[src/rtl/sqrt_arbiter.sv]
// sqrt_arbiter: shares one fp16 sqrt pipeline among NUM_REQ requesters.
// Round-robin grant with a credit limit of MAX_INFLIGHT outstanding ops.
// An in-order tag FIFO records who issued each op so results route back.
// The sqrt unit only advances when fed, so filler ops (FILLER_VAL) are
// injected while real ops are in flight; their results are dropped.
// Optional build macro SQRT_ARB_PERF_EN adds perf_issued / perf_filler /
// perf_stall event counters.
module sqrt_arbiter #(
    parameter int          NUM_REQ      = 4,
    parameter int          MAX_INFLIGHT = 8,
    parameter logic [15:0] FILLER_VAL   = 16'h3C00
) (
    input  logic                   CLK,
    input  logic                   RST,
    input  logic [NUM_REQ-1:0]     req_valid,
    input  logic [16*NUM_REQ-1:0]  req_data,
    output logic [NUM_REQ-1:0]     req_ready,
    output logic [NUM_REQ-1:0]     rsp_valid,
    output logic [15:0]            rsp_data,
    output logic                   sqrt_valid_in,
    output logic [15:0]            sqrt_input,
    input  logic                   sqrt_valid_out,
    input  logic [15:0]            sqrt_output,
    output logic                   busy,
    output logic                   tag_err
`ifdef SQRT_ARB_PERF_EN
    ,
    output logic [31:0]            perf_issued,
    output logic [31:0]            perf_filler,
    output logic [31:0]            perf_stall
`endif
);

    localparam int IDX_W = (NUM_REQ > 1) ? $clog2(NUM_REQ) : 1;
    localparam int PTR_W = (MAX_INFLIGHT > 1) ? $clog2(MAX_INFLIGHT) : 1;
    localparam int CNT_W = PTR_W + 1;

    localparam logic [CNT_W-1:0] CNT_MAX  = CNT_W'(MAX_INFLIGHT);
    localparam logic [IDX_W-1:0] LAST_IDX = IDX_W'(NUM_REQ - 1);
    localparam logic [IDX_W:0]   NUM_WIDE = (IDX_W + 1)'(NUM_REQ);

    // Round-robin pointer: requester index that has first claim this cycle.
    logic [IDX_W-1:0] rr_ptr;

    // Tag FIFO: one entry per op handed to the sqrt unit, oldest at rd_ptr.
    logic             tag_filler [MAX_INFLIGHT];
    logic [IDX_W-1:0] tag_idx    [MAX_INFLIGHT];
    logic [PTR_W-1:0] wr_ptr;
    logic [PTR_W-1:0] rd_ptr;
    logic [CNT_W-1:0] count;
    logic [CNT_W-1:0] real_count;

    logic             grant_found;
    logic [IDX_W-1:0] grant_idx;
    logic [15:0]      grant_data;
    logic [IDX_W:0]   scan_sum;
    logic [IDX_W-1:0] scan_sel;

    logic             credit_ok;
    logic             accept;
    logic             filler_issue;
    logic             push;
    logic             pop;
    logic             fifo_empty;
    logic             head_filler;
    logic [IDX_W-1:0] head_idx;
    logic [NUM_REQ-1:0] head_onehot;

    assign credit_ok    = (count < CNT_MAX);
    assign fifo_empty   = (count == '0);
    assign accept       = grant_found & credit_ok;
    assign filler_issue = ~accept & (real_count != '0) & credit_ok;
    assign push         = accept | filler_issue;
    assign pop          = sqrt_valid_out & ~fifo_empty;
    assign head_filler  = tag_filler[rd_ptr];
    assign head_idx     = tag_idx[rd_ptr];
    assign busy         = ~fifo_empty;

    // Scan req_valid from rr_ptr upward with wrap; first set bit wins.
    always_comb begin
        grant_found = 1'b0;
        grant_idx   = '0;
        scan_sum    = '0;
        scan_sel    = '0;
        for (int k = 0; k < NUM_REQ; k++) begin
            scan_sum = {1'b0, rr_ptr} + (IDX_W + 1)'(k);
            if (scan_sum >= NUM_WIDE) begin
                scan_sum = scan_sum - NUM_WIDE;
            end
            scan_sel = scan_sum[IDX_W-1:0];
            if (!grant_found && req_valid[scan_sel]) begin
                grant_found = 1'b1;
                grant_idx   = scan_sel;
            end
        end
    end

    // Operand mux for the winning requester.
    always_comb begin
        grant_data = '0;
        for (int i = 0; i < NUM_REQ; i++) begin
            if (grant_idx == IDX_W'(i)) begin
                grant_data = req_data[16*i +: 16];
            end
        end
    end

    // Ready is one-hot on the winner, and only when a credit is free.
    always_comb begin
        req_ready = '0;
        if (accept) begin
            req_ready[grant_idx] = 1'b1;
        end
    end

    // One-hot decode of the head tag's requester index.
    always_comb begin
        head_onehot = '0;
        head_onehot[head_idx] = 1'b1;
    end

    // Registered issue to the sqrt unit; operand holds when idle.
    always_ff @(posedge CLK) begin
        if (RST) begin
            sqrt_valid_in <= 1'b0;
            sqrt_input    <= '0;
        end else begin
            sqrt_valid_in <= push;
            if (accept) begin
                sqrt_input <= grant_data;
            end else if (filler_issue) begin
                sqrt_input <= FILLER_VAL;
            end
        end
    end

    // Tag storage; contents are only meaningful between rd_ptr and wr_ptr.
    always_ff @(posedge CLK) begin
        if (push) begin
            tag_filler[wr_ptr] <= filler_issue;
            tag_idx[wr_ptr]    <= grant_idx;
        end
    end

    // FIFO pointers, occupancy and count of real (non-filler) ops in flight.
    always_ff @(posedge CLK) begin
        if (RST) begin
            wr_ptr     <= '0;
            rd_ptr     <= '0;
            count      <= '0;
            real_count <= '0;
        end else begin
            if (push) begin
                wr_ptr <= wr_ptr + PTR_W'(1);
            end
            if (pop) begin
                rd_ptr <= rd_ptr + PTR_W'(1);
            end
            case ({push, pop})
                2'b10:   count <= count + CNT_W'(1);
                2'b01:   count <= count - CNT_W'(1);
                default: count <= count;
            endcase
            case ({accept, pop & ~head_filler})
                2'b10:   real_count <= real_count + CNT_W'(1);
                2'b01:   real_count <= real_count - CNT_W'(1);
                default: real_count <= real_count;
            endcase
        end
    end

    // Route results: real tags produce a 1-cycle one-hot strobe, fillers vanish.
    always_ff @(posedge CLK) begin
        if (RST) begin
            rsp_valid <= '0;
            rsp_data  <= '0;
            tag_err   <= 1'b0;
        end else begin
            rsp_valid <= '0;
            if (pop && !head_filler) begin
                rsp_valid <= head_onehot;
                rsp_data  <= sqrt_output;
            end
            if (sqrt_valid_out && fifo_empty) begin
                tag_err <= 1'b1;
            end
        end
    end

    // Pointer moves just past the requester that was accepted.
    always_ff @(posedge CLK) begin
        if (RST) begin
            rr_ptr <= '0;
        end else if (accept) begin
            rr_ptr <= (grant_idx == LAST_IDX) ? '0 : grant_idx + IDX_W'(1);
        end
    end

`ifdef SQRT_ARB_PERF_EN
    // Free-running wrapping event counters.
    always_ff @(posedge CLK) begin
        if (RST) begin
            perf_issued <= '0;
            perf_filler <= '0;
            perf_stall  <= '0;
        end else begin
            if (accept) begin
                perf_issued <= perf_issued + 32'd1;
            end
            if (filler_issue) begin
                perf_filler <= perf_filler + 32'd1;
            end
            if ((|req_valid) && !credit_ok) begin
                perf_stall <= perf_stall + 32'd1;
            end
        end
    end
`endif

endmodule

[config.mk]
export PLATFORM = sky130hd
export DESIGN_NAME = sqrt_arbiter
export DESIGN_NICKNAME = d
export VERILOG_FILES = /design/src/rtl/sqrt_arbiter.sv
export SDC_FILE = /design/constraint.sdc
export NUM_CORES = 1
export LEC_CHECK = 0
export ABC_AREA = 1
export ABC_CLOCK_PERIOD_IN_PS = 6600
export CAP_MARGIN = 30
export CORE_ASPECT_RATIO = 0.6
export CORE_MARGIN = 2
export CORE_UTILIZATION = 50
export CTS_CLUSTER_SIZE = 20
export DETAILED_ROUTE_END_ITERATION = 12
export PLACE_DENSITY = 0.85
export SETUP_SLACK_MARGIN = 0.2
export SLEW_MARGIN = 20
export SYNTH_ARGS = -nofsm -noshare
export SYNTH_HDL_FRONTEND = slang
export SYNTH_SLANG_ARGS = --single-unit
export TNS_END_PERCENT = 50
[constraint.sdc]
create_clock -name CLK -period 6.6 [get_ports CLK]
set_input_delay 0.66 -clock CLK [delete_from_list [all_inputs] [get_ports CLK]]
set_output_delay 0.66 -clock CLK [all_outputs]
set_load 0.005 [all_outputs]
==> impl_metrics.toml <==
[clock_network]
cts_sinks = 81
clk_pin_slew_ns = 0.06
cts-buffers-inserted = 9
clockBufferDepth = 2
cts_max_level = 3
cts_tree = "built"
cts_repair_resize_count = 0
clockRootBuffer = "clkbuf_16"
hold_buffers = 0
post_cts_buffers = 0
clock_latency_ns = 0.35

[worst_setup_path]
timing.rr.end = "sqrt_input[10]"
cp-start-kind = "input port"
critPathRequiredTime_ns = 5.94
cp.arrival_ns = 3.92
worstSetupStartpoint = "req_valid[3]"
critical_path_class = "input port to primary output"
reg2reg_from = "rr_ptr[0]"
end_kind = "primary output"
reg2reg_depth = 19
critPathCapture = "req_ready[3]"
rrSetupSlack_ns = 3.01
crit_fanout = 21

[grt]
overflow = 0
grt_pass1_wl_mm = 18.09
antenna_found_initial = 0
grt_max_degree = 37
grt_pass1_vias = 3847
gr-usage-all-layers_pct = 26.36

[timing]
hold_viol = 0
slew_headroom_pct = 45.09
worst_pin_slew_ns = 0.8235
slew_violations = 0
rsz0062_at_grt = "no"
tns_ns = 0
max_freq_mhz = 218.3
skew_ns = 0.01009
min_period_over_period_pct = 69.42
min_period_ns = 4.582
setup_violations = 0

[cells_and_area]
areaGrowthSynthToFinish_pct = 39.07
regArea_um2 = 1862
utilization_pct = 71.81
num-nets-final = 751
final_area_um2 = 5683
drive_gt1_share_pct = 6.250
multiInputGateArea_um2 = 1922
n_fill_cell = 564
n_antenna_cell = 0

[logic_synthesis]
synth_cell_types = 34
synth_area_um2 = 4086
avgSynthCellArea_um2 = 7.681
async_reset_ff_share_pct = 0
synth_edf_count = 24
synth_ff_type = "dfxtp_1"
yosysSeqAreaShare_pct = 45.56
ys_ff_latch = 81
yosysWarnings = 0
netlist_instances = 532
syn-num-nets = 632

[detailed_routing]
viasPerCell = 5.380
drt_iter0_markers = 343
drt-total-wl_mm = 11.46
drc_errors = 0
drt_pre_antenna_iters = 5
num_vias = 4110
ant_nets = 0
routedWlPerCell_um = 15.00

[power_and_ir_drop]
p_leak_uw = 0.002368
p_int_uw = 1639
p_comb_share_pct = 56.7
power_uw = 2959
p_switching_uw = 1320
swShare_pct = 44.61
p_seq_share_pct = 26.6
clkPwrFrac_pct = 16.7
ir_drop_mv = 0.2914
power.density_nw_per_um2 = 520.6

[floorplanning]
die_w_um = 120.7
dieArea_um2 = 8936
num_rows = 25
io_pins = 130
die_h_um = 74.03
coreArea_um2 = 7914
initial_core_util_pct = 51.64

[placement]
dp_hpwl_mm = 8.479
finalWeightedCongestion = 0.9221
port_buffers = 129
place_area_um2 = 5378

[worst_hold_path]
hp-class = "flop to flop"

[run]
max_cap_violations = 0

[run_status]
status = "completed"
power by group through the flow:
| stage | sequential, uW | combinational (uW) | clock, uW |
|---|---|---|---|
| final | 788 | 1680 | 494 |
| after global routing | 803 | 1870 | 516 |
| after CTS | 787 | 1630 | 499 |
| after detailed placement | 794 | 1620 | 0 |
| after global placement | 788 | 1550 | 0 |
| after floorplan | 771 | 1170 | 0 |
cell families (layout without fill, tap and decap cells):
group / count (synthesis) / after routing / synth area share (%)
AOI/OAI and AO/OA: 122 / 122 / 15.55
xor gates and xnor gates: 6 / 6 / 1.286
and+or+nand+nor: 247 / 247 / 26.03
adders and majority gates: 13 / 13 / 4.164
buffers and inverters: 63 / 187 / 7.410
DFF: 81 / 81 / 45.56
state kept, by name, summed over array words and instances (netlist names), 2 cells and up, named ones only:
signal / count
real_count: 4
tag_filler: 8
wr_ptr: 3
rr_ptr: 2
count: 4
sqrt_input: 16
tag_idx: 16
rd_ptr: 3
rsp_valid: 4
rsp_data: 16
critical path, stage by stage:
cell and delay, ns:
clkdlybuf4s50_1 0.42, inv_1 0.07, nand2_2 0.07, nand3_1 0.18, nand2_2 0.09, nor2_4 0.16, nand2_1 0.11, o211ai_1 0.20
nand2_1 0.12, inv_1 0.23, ha_1 0.52, inv_1 0.39, nor2_1 0.18, clkdlybuf4s50_1 0.51
layer usage:
metal  global-route usage [%]  wire length, um  vias to the layer above
li1                         -                -                     1990
met1                    30.72             4627                     1900
met2                    44.70             5386                      189
met3                    9.816             1118                       31
met4                    11.37              328                        0
met5                        0                0                        -
through the flow:
step	cells	hold slack, ns	worst slack (ns)
global placement	747	0.4430	2.285
global route	764	0.4862	1.653
floorplan	532	0.4334	3.590
CTS	763	0.4678	2.041
finish	764	0.4655	2.018
detailed placement	747	0.4582	2.049
synthesized netlist by cell type, types with 2 or more instances:
cell type | instances | area share [%]
nand2_1 | 150 | 14
a21oi_1 | 58 | 7.1
dfxtp_1 | 57 | 28
o21ai_0 | 54 | 6.6
nor2_1 | 51 | 4.7
inv_1 | 32 | 2.9
nand3_1 | 29 | 3.6
edfxtp_1 | 24 | 18
ha_1 | 12 | 3.7
clkbuf_1 | 10 | 0.92
buf_2 | 8 | 0.98
inv_2 | 6 | 0.55
nand2_2 | 6 | 0.92
xor2_1 | 4 | 0.86
nand4_1 | 3 | 0.46
o22ai_1 | 3 | 0.46
buf_6 | 2 | 0.55
inv_6 | 2 | 0.43
nand2_4 | 2 | 0.55
nand3_4 | 2 | 0.86
o211ai_1 | 2 | 0.37
o21a_1 | 2 | 0.37
xnor2_1 | 2 | 0.43
cell type report:
cell class / count / share of cell area, %
clock buffer: 10 / 4.029
timing repair buffer: 131 / 22.99
inverter: 40 / 2.818
clock inverter: 6 / 1.211
tap: 108 / 2.378
multi-input combinational: 388 / 33.82
sequential: 81 / 32.76
cells in the final DEF (no fill, tap or decap), types with 4 or more instances in the layout:
cell | netlist | layout
dfxtp_1 | 57 | 57
o21ai_0 | 54 | 54
inv_1 | 32 | 32
nand3_1 | 29 | 29
nand2_2 | 6 | 6
a21oi_1 | 58 | 58
nor2_1 | 51 | 51
clkdlybuf4s50_1 | 0 | 129
nand2_1 | 150 | 150
xor2_1 | 4 | 4
edfxtp_1 | 24 | 24
clkbuf_16 | 0 | 9
ha_1 | 12 | 12
inv_2 | 6 | 6
worst min path at each step:
stage                       from  depth (start not counted)           end  slack [ns]
global placement       rd_ptr[2]                          2     rd_ptr[2]        0.44
CTS                  rsp_data[4]                          2   rsp_data[4]        0.47
finish               rsp_data[4]                          2   rsp_data[4]        0.47
detailed placement   rsp_data[4]                          2   rsp_data[4]        0.46
global route        rsp_data[14]                          2  rsp_data[14]        0.49
floorplan              rd_ptr[2]                          2          flop        0.43
(Power assumes the default switching activity.)
